===== src/rtl/inc_dec_decoder.sv =====
// inc_dec_decoder
// Receiving-side observer for a counter bus that moves in steps of +3 or -3.
// Each strobed sample is compared with the last accepted one to recover the
// command that produced it: increment, decrement, hold, or an illegal step.
// A run of ERR_LIMIT consecutive illegal steps drops lock, and the next
// sample then only re-establishes the reference.

module inc_dec_decoder #(
   parameter int n         = 8,   // count width, 3..32
   parameter int ERR_LIMIT = 4    // consecutive errors that force unlock, 1..255
) (
   input  logic         clk,
   input  logic         rst,
   input  logic [n-1:0] cnt_in,
   input  logic         sample,
   input  logic         clr_err,
   output logic         inc_out,
   output logic         dec_out,
   output logic         hold_out,
   output logic         err_out,
   output logic         locked,
   output logic [7:0]   err_cnt
);

   typedef enum logic {
      UNLOCKED = 1'b0,
      LOCKED   = 1'b1
   } state_t;

   // Legal step sizes as n-bit wrap-around differences.
   localparam logic [n-1:0] INC_STEP = n'(3);
   localparam logic [n-1:0] DEC_STEP = ~INC_STEP + {{(n-1){1'b0}}, 1'b1};

   state_t         state_q, state_d;
   logic [n-1:0]   prev_q, prev_d;
   logic [7:0]     run_q, run_d;
   logic [7:0]     err_cnt_q, err_cnt_d;
   logic           inc_q, inc_d;
   logic           dec_q, dec_d;
   logic           hold_q, hold_d;
   logic           err_q, err_d;

   logic [n-1:0]   diff;
   logic [8:0]     run_inc;

   assign diff    = cnt_in - prev_q;
   assign run_inc = {1'b0, run_q} + 9'd1;

   // Decode the step against the reference and compute next state and pulses.
   always_comb begin
      // NOTE: every signal written here gets a default first, so no path can
      // leave one unassigned and infer a latch.
      state_d   = state_q;
      prev_d    = prev_q;
      run_d     = run_q;
      err_cnt_d = clr_err ? 8'd0 : err_cnt_q;   // clear applies before any increment
      inc_d     = 1'b0;
      dec_d     = 1'b0;
      hold_d    = 1'b0;
      err_d     = 1'b0;

      if (sample) begin
         if (state_q == UNLOCKED) begin
            // First sample only establishes the reference.
            prev_d  = cnt_in;
            run_d   = 8'd0;
            state_d = LOCKED;
         end else if (diff == INC_STEP) begin
            inc_d  = 1'b1;
            prev_d = cnt_in;
            run_d  = 8'd0;
         end else if (diff == DEC_STEP) begin
            dec_d  = 1'b1;
            prev_d = cnt_in;
            run_d  = 8'd0;
         end else if (diff == '0) begin
            hold_d = 1'b1;
            run_d  = 8'd0;
         end else begin
            // Illegal step: flag it and resynchronise on the new value.
            err_d  = 1'b1;
            prev_d = cnt_in;
            if (err_cnt_d != 8'hFF) begin
               err_cnt_d = err_cnt_d + 8'd1;
            end
            if (run_inc == 9'(ERR_LIMIT)) begin
               state_d = UNLOCKED;
               run_d   = 8'd0;
            end else begin
               run_d = run_inc[7:0];
            end
         end
      end
   end

   // State, reference and output registers; reset acts without a clock.
   always_ff @(posedge clk or posedge rst) begin
      if (rst) begin
         state_q   <= UNLOCKED;
         prev_q    <= '0;
         run_q     <= 8'd0;
         err_cnt_q <= 8'd0;
         inc_q     <= 1'b0;
         dec_q     <= 1'b0;
         hold_q    <= 1'b0;
         err_q     <= 1'b0;
      end else begin
         // NOTE: non-blocking assignments so every flop samples pre-edge values.
         state_q   <= state_d;
         prev_q    <= prev_d;
         run_q     <= run_d;
         err_cnt_q <= err_cnt_d;
         inc_q     <= inc_d;
         dec_q     <= dec_d;
         hold_q    <= hold_d;
         err_q     <= err_d;
      end
   end

   assign inc_out  = inc_q;
   assign dec_out  = dec_q;
   assign hold_out = hold_q;
   assign err_out  = err_q;
   assign locked   = (state_q == LOCKED);
   assign err_cnt  = err_cnt_q;

endmodule


===== config.mk =====
export PLATFORM = sky130hd
export DESIGN_NAME = inc_dec_decoder
export DESIGN_NICKNAME = d
export VERILOG_FILES = /design/src/rtl/inc_dec_decoder.sv
export SDC_FILE = /design/constraint.sdc
export NUM_CORES = 1
export LEC_CHECK = 0
export ABC_AREA = 1
export CAP_MARGIN = 10
export CORE_ASPECT_RATIO = 1.25
export CORE_UTILIZATION = 55
export DETAILED_ROUTE_END_ITERATION = 8
export PLACE_DENSITY = 0.79
export RECOVER_POWER = 50
export SYNTH_ARGS = -nofsm -noshare
export SYNTH_HDL_FRONTEND = slang
export SYNTH_SLANG_ARGS = --single-unit
export TNS_END_PERCENT = 30

===== constraint.sdc =====
create_clock -name clk -period 4.2 [get_ports clk]
set_input_delay 0.63 -clock clk [delete_from_list [all_inputs] [get_ports clk]]
set_output_delay 0.63 -clock clk [all_outputs]
set_load 0.1 [all_outputs]

==> key figures, run 1 <==
Power and ir drop
  • Seq pwr share: 0.347
  • Comb pwr share: 0.433
  • Net switching power: 0.452 mW
  • Max VDD drop: 0.357 mV
  • Clock power share: 0.220
  • Pleak: 1.26 nW
  • Switching Share: 0.438
  • Pwr per Cell Area: 439 nW/µm²
  • Pint: 0.580 mW

Global routing
  • Initial antenna violation count: 0
  • Remaining global-route overflow: 0
  • Vias in the first global route: 1,544
  • First-pass GRT wire length: 6.14 mm
  • GRT Util Overall: 0.199
  • Largest net degree at the start of global routing: 30

Finish
  • Nets@finish: 315
  • Filler cells: 296
  • Area Overhead vs Synth: 17.4%
  • Diode count: 0
  • Layout cells sized above 1: 0.116
  • Commonest non-fill, non-tap cell in the layout: nand2_1
  • Area taken by multi-input logic gates: 1070 µm²
  • Most frequent cells in the layout: nand2_1 (62), inv_1 (46), nor2_1 (32), dfrtp_1 (29), clkdlybuf4s50_1 (17)
  • Reg area: 726 µm²

CTS
  • Post-cts gate resize count: 0
  • Post-CTS Setup Bufs: 0
  • CTS root buf: clkbuf_8
  • Clk slew on worst S/H paths: 0.06 ns
  • Worst skew pair latency: 0.29 ns
  • Cts hold-fix bufs: 0
  • CTS Sinks: 29
  • CTS tree: built
  • Total CTS buffers: 5
  • Max Root-Sink Buffers: 2
  • Htree depth: 2

Synth
  • Gate Count Post-Synth: 262
  • Yosys cell types: 33
  • Simple-gate share of the synthesized area: 0.349
  • Post-synth EDFFs: 0
  • Dominant cell type by area after synthesis: dfrtp_1
  • Yosys warnings: 0
  • Xor-xnor portion of the synthesized cell area: 0.0437
  • Synthesized area per cell: 7.65 µm²
  • Largest cells by area after synthesis: dfrtp_1 (36%), nand2_1 (12%), inv_1 (8.6%)
  • Post-synthesis sequential area ratio: 0.362
  • Net Count, Synth: 286
  • Synthesized area: 2000 µm²
  • Largest family of logic cells by synthesized area: simple AND/OR/NAND/NOR gates
  • Compound-Gate Fraction of Synth Area: 0.0612
  • FF+latch count, synth: 29
  • Multiplexer share of the synthesized area: 0
  • Post-Synth Adder-Cell Area: 0.0787
  • Primary FF master, synth: dfrtp_1
  • Post-synth top area share: 0.362
  • FFs w/ async S/R, synth: 1.00

Job
  • Max-cap violations: 0

Worst setup path
  • Arrival time at the worst endpoint: 2.96 ns
  • CP Cell Sequence: clkdlybuf4s50_1, inv_1, ha_1, fa_1, inv_1, nand2_1, nand2_1, nand3_2, nand3_1, nand2_2, nor2_4, nand3_4, o21ai_4, o21ai_0
  • Worst stage delay on the critical path: 0.45 ns
  • FF-to-FF path depth: 12
  • WP data required: 4.35 ns
  • Worst Path Max Fanout: 16
  • Worst reg-to-reg setup slack: 1.85 ns
  • CP max-delay cell: clkdlybuf4s50_1
  • Critical Path End Type: flip-flop
  • Crit Path Category: input port to flip-flop
  • Worst setup SP type: input port

STA
  • Fin Hold WS: 0.511 ns
  • Final hold vios: 0
  • Fmax: 0.355 GHz
  • Clock skew: 0.00738 ns
  • Relative slew slack: 0.168
  • Slew Limit Fails: 0
  • Fin crit period: 2.82 ns
  • Final setup viols: 0
  • Worst Max-Slew Pin Slew: 1.25 ns
  • Final clock period utilization by the worst path: 0.671
  • RSZ-0062 raised after global routing: false
  • Setup TNS: 0 ns

Routing
  • DRC viols: 0
  • DR WL/cell: 10.7 µm
  • Vias per inst: 4.94
  • Pre-antenna DRT Iters: 4
  • Vias post-DR: 1,634
  • Final ANT Viol Nets: 0
  • Final wirelength: 3.55 mm
  • Iteration-0 DRC Markers: 35

Placement
  • Dpl hpwl: 2.73 mm
  • Port Buffers: 24
  • Final GP Congestion: 0.776

Die
  • I/O pins: 25
  • Starting Density: 0.575
  • Die height: 69.5 µm
  • Core ar.: 3480 µm²
  • FP Rows: 24
  • Die area: 3890 µm²
  • Die X: 56.0 µm

Outcome
  • Status: complete, no violations

Min path
  • Hold depth: 2
  • Tightest Hold Check Type: flip-flop to flip-flop
==> flip-flops by register name, indices dropped and copies added (netlist names) <==
| signal | count |
|---|---|
| dec_out | 1 |
| err_cnt | 8 |
| err_out | 1 |
| hold_out | 1 |
| inc_out | 1 |
| locked | 1 |
| prev_q | 8 |
| run_q | 8 |
==> cells by family after synthesis <==
group | count (synthesis)
fa+ha+maj | 12
compound gates | 21
simple gates | 139
buf+inv | 51
xor+xnor | 10
flops | 29
==> power by group through the flow <==
| stage | combinational (mW) | sequential (mW) | clock [mW] |
|---|---|---|---|
| 2_1_floorplan | 0.253 | 0.475 | 0 |
| 3_3_place_gp | 0.443 | 0.363 | 0 |
| 3_5_place_dp | 0.451 | 0.365 | 0 |
| 4_1_cts | 0.453 | 0.360 | 0.232 |
| 5_1_grt | 0.493 | 0.365 | 0.243 |
| 6_report | 0.447 | 0.359 | 0.227 |
==> cells in the mapped netlist (all sizes together) (2+ instances only) <==
library cell,number
nor3,5
nand4,2
dfrtp,29
nand3b,2
nor2,36
inv,47
xor2,9
buf,2
ha,11
o21ai,10
a21oi,10
nand3,20
or2,2
nand2,70
==> layout make-up <==
type,count,area share
inverter,48,0.0766
multi-input combinational,182,0.454
clock buffer,5,0.0293
timing repair buffer,25,0.104
sequential,29,0.309
clock inverter,3,0.00745
tap,39,0.0207
==> routing by layer <==
layer,track usage,wire [µm],vias to the layer above
met5,0,0,-
met3,0.0541,129,5
li1,-,-,865
met1,0.221,1470,733
met2,0.357,1900,31
met4,0.0732,50,0
==> through the flow <==
stage | instances | setup slack, ns | util | power [mW] | cell area, µm²
6_report | 331 | 1.38 | 0.675 | 1.03 | 2350
5_1_grt | 331 | 1.19 | 0.675 | 1.10 | 2350
4_1_cts | 330 | 1.33 | 0.674 | 1.04 | 2350
3_5_place_dp | 322 | 1.03 | 0.649 | 0.816 | 2260
3_3_place_gp | 322 | 1.11 | 0.649 | 0.806 | 2260
2_1_floorplan | 262 | 1.73 | - | 0.728 | 2000
==> worst max-delay path, delay by kind of cell <==
family | cells | cell delay, ns
buf+inv | 3 | 0.58
compound gates | 2 | 0.51
fa+ha+maj | 2 | 0.59
simple gates | 7 | 0.65
==> worst paths after layout <==
path                                start         to
worst min register to register  prev_q[2]  prev_q[2]
worst min-delay path            prev_q[2]  prev_q[2]
worst max register to register  prev_q[0]  prev_q[0]
worst max-delay path            cnt_in[0]  prev_q[0]
max in group asynchronous             rst  prev_q[3]
min in group asynchronous             rst   hold_out
Note: power is estimated with default switching activity, not from simulation.
==> run 2: changes to the inputs <==
==> constraint.sdc (replaced) <==
create_clock -name clk -period 2.7 [get_ports clk]
set_input_delay 0.405 -clock clk [delete_from_list [all_inputs] [get_ports clk]]
set_output_delay 0.405 -clock clk [all_outputs]
set_load 0.1 [all_outputs]
==> run 2 against run 1 <==
  * The run now ends with max-capacitance violations, max-slew violations left
  * Routed wire length rose by 2.8%
  * Critical path depth increased by 4
  * Clock skew is 0.0046 ns lower
  * Design area grew 1.3%
  * Hold slack better by 0.0064 ns
  * Global-route usage grew 1.7 points
  * Die area did not move
  * Combinational power grew 56%
  * Utilization increased by 0.86 points
  * Register-to-register slack got worse by 1.4 ns
  * Sequential share of layout area is 0.39 points lower
==> key figures, run 2 (synthesized netlist as in run 1, its figures left out) <==
Die
  • Core ar.: 3480 µm²
  • Die X: 56.0 µm
  • Die height: 69.5 µm
  • FP Rows: 24
  • I/O pins: 25
  • Starting Density: 0.575
  • Die area: 3890 µm²

CTS
  • Worst skew pair latency: 0.28 ns
  • Clk slew on worst S/H paths: 0.06 ns
  • CTS tree: built
  • Post-CTS Setup Bufs: 0
  • Cts hold-fix bufs: 0
  • Total CTS buffers: 5
  • CTS root buf: clkbuf_8
  • CTS Sinks: 29
  • Max Root-Sink Buffers: 2
  • Htree depth: 2
  • Post-cts gate resize count: 0

Routing
  • DRC viols: 0
  • Vias post-DR: 1,689
  • Vias per inst: 5.00
  • DR WL/cell: 10.8 µm
  • Final wirelength: 3.65 mm
  • Iteration-0 DRC Markers: 55
  • Final ANT Viol Nets: 0
  • Pre-antenna DRT Iters: 4

STA
  • Final setup margin: 0.207 ns
  • Slew Limit Fails: 30
  • Fin crit period: 2.49 ns
  • Fmax: 0.401 GHz
  • Final clock period utilization by the worst path: 0.923
  • Fin Hold WS: 0.518 ns
  • Final setup viols: 0
  • Worst Max-Slew Pin Slew: 1.56 ns
  • Clock skew: 0.00273 ns
  • Relative slew slack: -0.0389
  • RSZ-0062 raised after global routing: false
  • Final hold vios: 0
  • Setup TNS: 0 ns

Worst setup path
  • Arrival time at the worst endpoint: 2.68 ns
  • WP data required: 2.88 ns
  • Setup crit start: cnt_in[0]
  • Crit Path Category: input port to flip-flop
  • Reg2reg start: prev_q[0]
  • Worst Path Max Fanout: 16
  • Critical Path End Type: flip-flop
  • Worst setup SP type: input port

Finish
  • Post-Layout Cell Count: 338
  • Most frequent cells in the layout: nand2_1 (60), inv_1 (46), nor2_1 (32), dfrtp_1 (29)
  • Nets@finish: 322
  • Layout Utilization: 0.684
  • Filler cells: 302
  • Area Overhead vs Synth: 18.9%
  • Diode count: 0
  • Layout cells sized above 1: 0.167
  • Commonest non-fill, non-tap cell in the layout: nand2_1
  • Fin area: 2380 µm²

Job
  • Max-cap violations: 1

Global routing
  • First-pass GRT wire length: 6.67 mm
  • Initial antenna violation count: 0
  • Largest net degree at the start of global routing: 30
  • Remaining global-route overflow: 0
  • Vias in the first global route: 1,736
  • GRT Util Overall: 0.216

Placement
  • Dpl hpwl: 2.80 mm
  • Port Buffers: 24
  • Dpl cells: 330
  • Pre-CTS setup slack: -0.126 ns
  • DP Area: 2300 µm²
  • Final GP Congestion: 0.838

Power and ir drop
  • Pwr per Cell Area: 695 nW/µm²
  • Comb pwr share: 0.420
  • Max VDD drop: 0.544 mV
  • Switching Share: 0.427
  • Net switching power: 0.707 mW
  • Clock power share: 0.242
  • Seq pwr share: 0.338
  • Overall power: 1.66 mW
  • Pint: 0.949 mW
  • Pleak: 1.29 nW

Min path
  • Hold_sp: prev_q[5]
  • Tightest Hold Check Type: flip-flop to flip-flop

Outcome
  • Failing checks: max-capacitance violations, max-slew violations
  • Status: finished with violations
## run 2: final timing paths
check | cells after the start | to | slack (ns)
worst max-delay path | 18 | err_cnt[6] | 0.21
worst min-delay path | 2 | prev_q[5] | 0.52
worst max register to register | 16 | err_cnt[6] | 0.42
worst min register to register | 2 | prev_q[5] | 0.52
max in group asynchronous | 3 | locked | 0.70
min in group asynchronous | 3 | err_cnt[2] | 1.10
## run 2: critical path, stage by stage
cell             delay, ns
clkdlybuf4s50_1       0.45
inv_1                 0.05
ha_1                  0.20
fa_1                  0.40
inv_1                 0.08
nand2_1               0.06
nand2_2               0.08
nand3_2               0.09
nand2_2               0.07
nand2_1               0.06
nand2_2               0.07
nor2_4                0.05
nand3_4               0.08
nand2_2               0.10
nor2_8                0.22
nand3_1               0.10
nand2_1               0.08
inv_1                 0.03
## run 2: area by class of cell
cell class / count / area [µm²] / share of cell area
Multi-Input combinational cell: 182 / 1070 / 0.450
Sequential cell: 29 / 726 / 0.305
Timing Repair Buffer: 32 / 254 / 0.107
Inverter: 48 / 180 / 0.0756
Clock buffer: 7 / 96.3 / 0.0404
Tap cell: 39 / 48.8 / 0.0205
Clock inverter: 1 / 5.00 / 0.00210
## run 2: per-layer routing
metal | vias up | wire (µm) | GRT usage
li1 | 877 | - | -
met1 | 784 | 1510 | 0.218
met2 | 22 | 1940 | 0.399
met3 | 6 | 141 | 0.0560
met4 | 0 | 53 | 0.108
met5 | - | 0 | 0
## run 2: power by group through the flow
stage / Combinational, mW / Clock (mW) / Sequential, mW
after floorplan: 0.394 / 0 / 0.739
after global placement: 0.690 / 0 / 0.565
after detailed placement: 0.705 / 0 / 0.568
after CTS: 0.708 / 0.416 / 0.561
after global routing: 0.769 / 0.432 / 0.568
final: 0.696 / 0.400 / 0.560
==> run 3: changes to the inputs <==
--- a/config.mk
+++ b/config.mk
@@ -8,8 +8,10 @@
 export ABC_AREA = 1
 export CAP_MARGIN = 10
 export CORE_ASPECT_RATIO = 1.25
+export CORE_MARGIN = 2
 export CORE_UTILIZATION = 55
 export DETAILED_ROUTE_END_ITERATION = 8
+export GPL_ROUTABILITY_DRIVEN = 0
 export PLACE_DENSITY = 0.79
 export RECOVER_POWER = 50
 export SYNTH_ARGS = -nofsm -noshare
==> run 3 against run 2 <==
  * The run still ends with max-capacitance violations, max-slew violations left
  * Register-to-register slack got worse by 0.03 ns
  * Fmax down 1.8%
  * Die area rose by 6.6%
  * Hold slack worse by 0.0061 ns
  * Utilization is 0.75 points higher
  * Critical path depth shrank 2
  * Clock-buffer cell count unchanged
  * First-iteration DRC count did not move
  * Clock skew about the same
  * Global-route usage shrank 0.27 points
  * Critical path type unchanged
  * Largest cell class unchanged
  * Worst setup slack lost 0.045 ns
  * Final cell count rose by 0.89%
==> key figures, run 3 (synthesized netlist as in run 1, its figures left out) <==
Global routing
  • First-pass GRT wire length: 6.96 mm
  • GRT Util Overall: 0.213
  • Remaining global-route overflow: 0
  • Initial antenna violation count: 0
  • Vias in the first global route: 1,677
  • Largest net degree at the start of global routing: 30

Routing
  • Iteration-0 DRC Markers: 55
  • Final ANT Viol Nets: 0
  • Vias per inst: 4.93
  • Final wirelength: 3.67 mm
  • Pre-antenna DRT Iters: 4
  • Vias post-DR: 1,680
  • DRC viols: 0
  • DR WL/cell: 10.8 µm

STA
  • Fmax: 0.394 GHz
  • Final setup viols: 0
  • Relative slew slack: -0.0631
  • RSZ-0062 raised after global routing: true
  • Fin Hold WS: 0.511 ns
  • Final clock period utilization by the worst path: 0.940
  • Fin crit period: 2.54 ns
  • Slew Limit Fails: 30
  • Clock skew: 0.00238 ns
  • Final hold vios: 0
  • Worst Max-Slew Pin Slew: 1.59 ns

Worst setup path
  • WP data required: 2.86 ns
  • Arrival time at the worst endpoint: 2.70 ns
  • Crit Path Category: input port to flip-flop
  • Worst stage delay on the critical path: 0.45 ns
  • Worst Path Max Fanout: 7
  • CP max-delay cell: clkdlybuf4s50_1
  • Worst setup SP type: input port
  • CP Cell Sequence: clkdlybuf4s50_1, inv_1, ha_1, fa_1, inv_1, nand2_1, nand2_1, nand3_2, nand3_1, nand2_2, nor2_4, nand3_2, nand2_4, nor2_4, buf_4, xor2_1
  • Critical Path End Type: flip-flop
  • Family with the most delay on the worst path: simple AND/OR/NAND/NOR gates
  • Buffers & Inverters on Critical Path: 4

Finish
  • Post-Layout Cell Count: 341
  • Area Overhead vs Synth: 20.2%
  • Diode count: 0
  • Layout cells sized above 1: 0.179
  • Nets@finish: 325
  • Commonest non-fill, non-tap cell in the layout: nand2_1
  • Fin area: 2410 µm²
  • Most frequent cells in the layout: nand2_1 (61), inv_1 (46), nor2_1 (31), dfrtp_1 (29), buf_4 (17)

CTS
  • Cts hold-fix bufs: 0
  • CTS tree: built
  • Htree depth: 2
  • Total CTS buffers: 5
  • CTS Sinks: 29
  • Worst skew pair latency: 0.28 ns
  • Max Root-Sink Buffers: 2
  • Clk slew on worst S/H paths: 0.06 ns
  • CTS root buf: clkbuf_8

Die
  • I/O pins: 25
  • Core ar.: 3480 µm²
  • FP Rows: 24
  • Die height: 71.5 µm
  • Die X: 58.0 µm
  • Starting Density: 0.575
  • Die area: 4140 µm²

Power and ir drop
  • Pleak: 1.30 nW
  • Switching Share: 0.422
  • Net switching power: 0.701 mW
  • Max VDD drop: 0.485 mV
  • Clock power share: 0.237
  • Pint: 0.961 mW
  • Comb pwr share: 0.426
  • Overall power: 1.66 mW
  • Seq pwr share: 0.337
  • Pwr per Cell Area: 690 nW/µm²

Placement
  • Port Buffers: 24
  • DP Area: 2300 µm²
  • Dpl cells: 330
  • Dpl hpwl: 2.74 mm

Outcome
  • Failing checks: max-capacitance violations, max-slew violations
  • Status: finished with violations

Job
  • Max-cap violations: 1

Min path
  • Tightest Hold Check Type: flip-flop to flip-flop
-- run 3: metal layers --
| layer | global-route usage | up-vias | share of wire |
|---|---|---|---|
| li1 | - | 879 | - |
| met1 | 0.246 | 762 | 0.43 |
| met2 | 0.375 | 34 | 0.52 |
| met3 | 0.0469 | 5 | 0.039 |
| met4 | 0.0904 | 0 | 0.017 |
| met5 | 0 | - | 0 |
-- run 3: path summary, 6_finish.rpt --
check	start	endpoint	slack, ns	cells past startpoint
max	cnt_in[0]	err_cnt[0]	0.16	16
min in group asynchronous	rst	err_cnt[7]	1.11	3
min reg2reg	prev_q[2]	prev_q[2]	0.51	2
max reg2reg	prev_q[0]	err_cnt[0]	0.39	14
max in group asynchronous	rst	prev_q[7]	0.66	3
min	prev_q[2]	prev_q[2]	0.51	2
-- run 3: layout make-up --
| class | count | area, µm² |
|---|---|---|
| multi-input cells | 182 | 1070 |
| clock inverters | 1 | 5.00 |
| clock buffers | 7 | 96.3 |
| inverters | 48 | 180 |
| fillers | 294 | 1070 |
| repair buffers | 35 | 280 |
| flip-flops and latches | 29 | 726 |
| well taps | 39 | 48.8 |
-- run 3: power groups by stage --
stage | registers, mW | logic [mW] | clock network (mW)
after floorplan | 0.739 | 0.394 | 0
after global placement | 0.565 | 0.691 | 0
after detailed placement | 0.568 | 0.704 | 0
after CTS | 0.560 | 0.708 | 0.405
after global routing | 0.570 | 0.786 | 0.417
final | 0.559 | 0.708 | 0.395
-- run 3: stage by stage --
step / util / worst slack, ns / setup TNS, ns
2_1_floorplan: - / 0.286 / 0
3_3_place_gp: 0.661 / -0.0712 / -0.734
3_5_place_dp: 0.661 / -0.117 / -1.65
4_1_cts: 0.690 / 0.152 / 0
5_1_grt: 0.691 / -0.0168 / -0.0168
6_report: 0.691 / 0.162 / 0
-- run 3: what timing repair did --
item	CTS	global route
setup buffers	0	3
endpoints found under the hold margin	0	0
gates resized for setup	0	2
endpoints found under the setup margin	0	3
-- run 3: worst min-delay path, stage by stage (launching register included) --
cell and delay (ns):
dfrtp_1 0.32, inv_1 0.05, a21oi_1 0.11
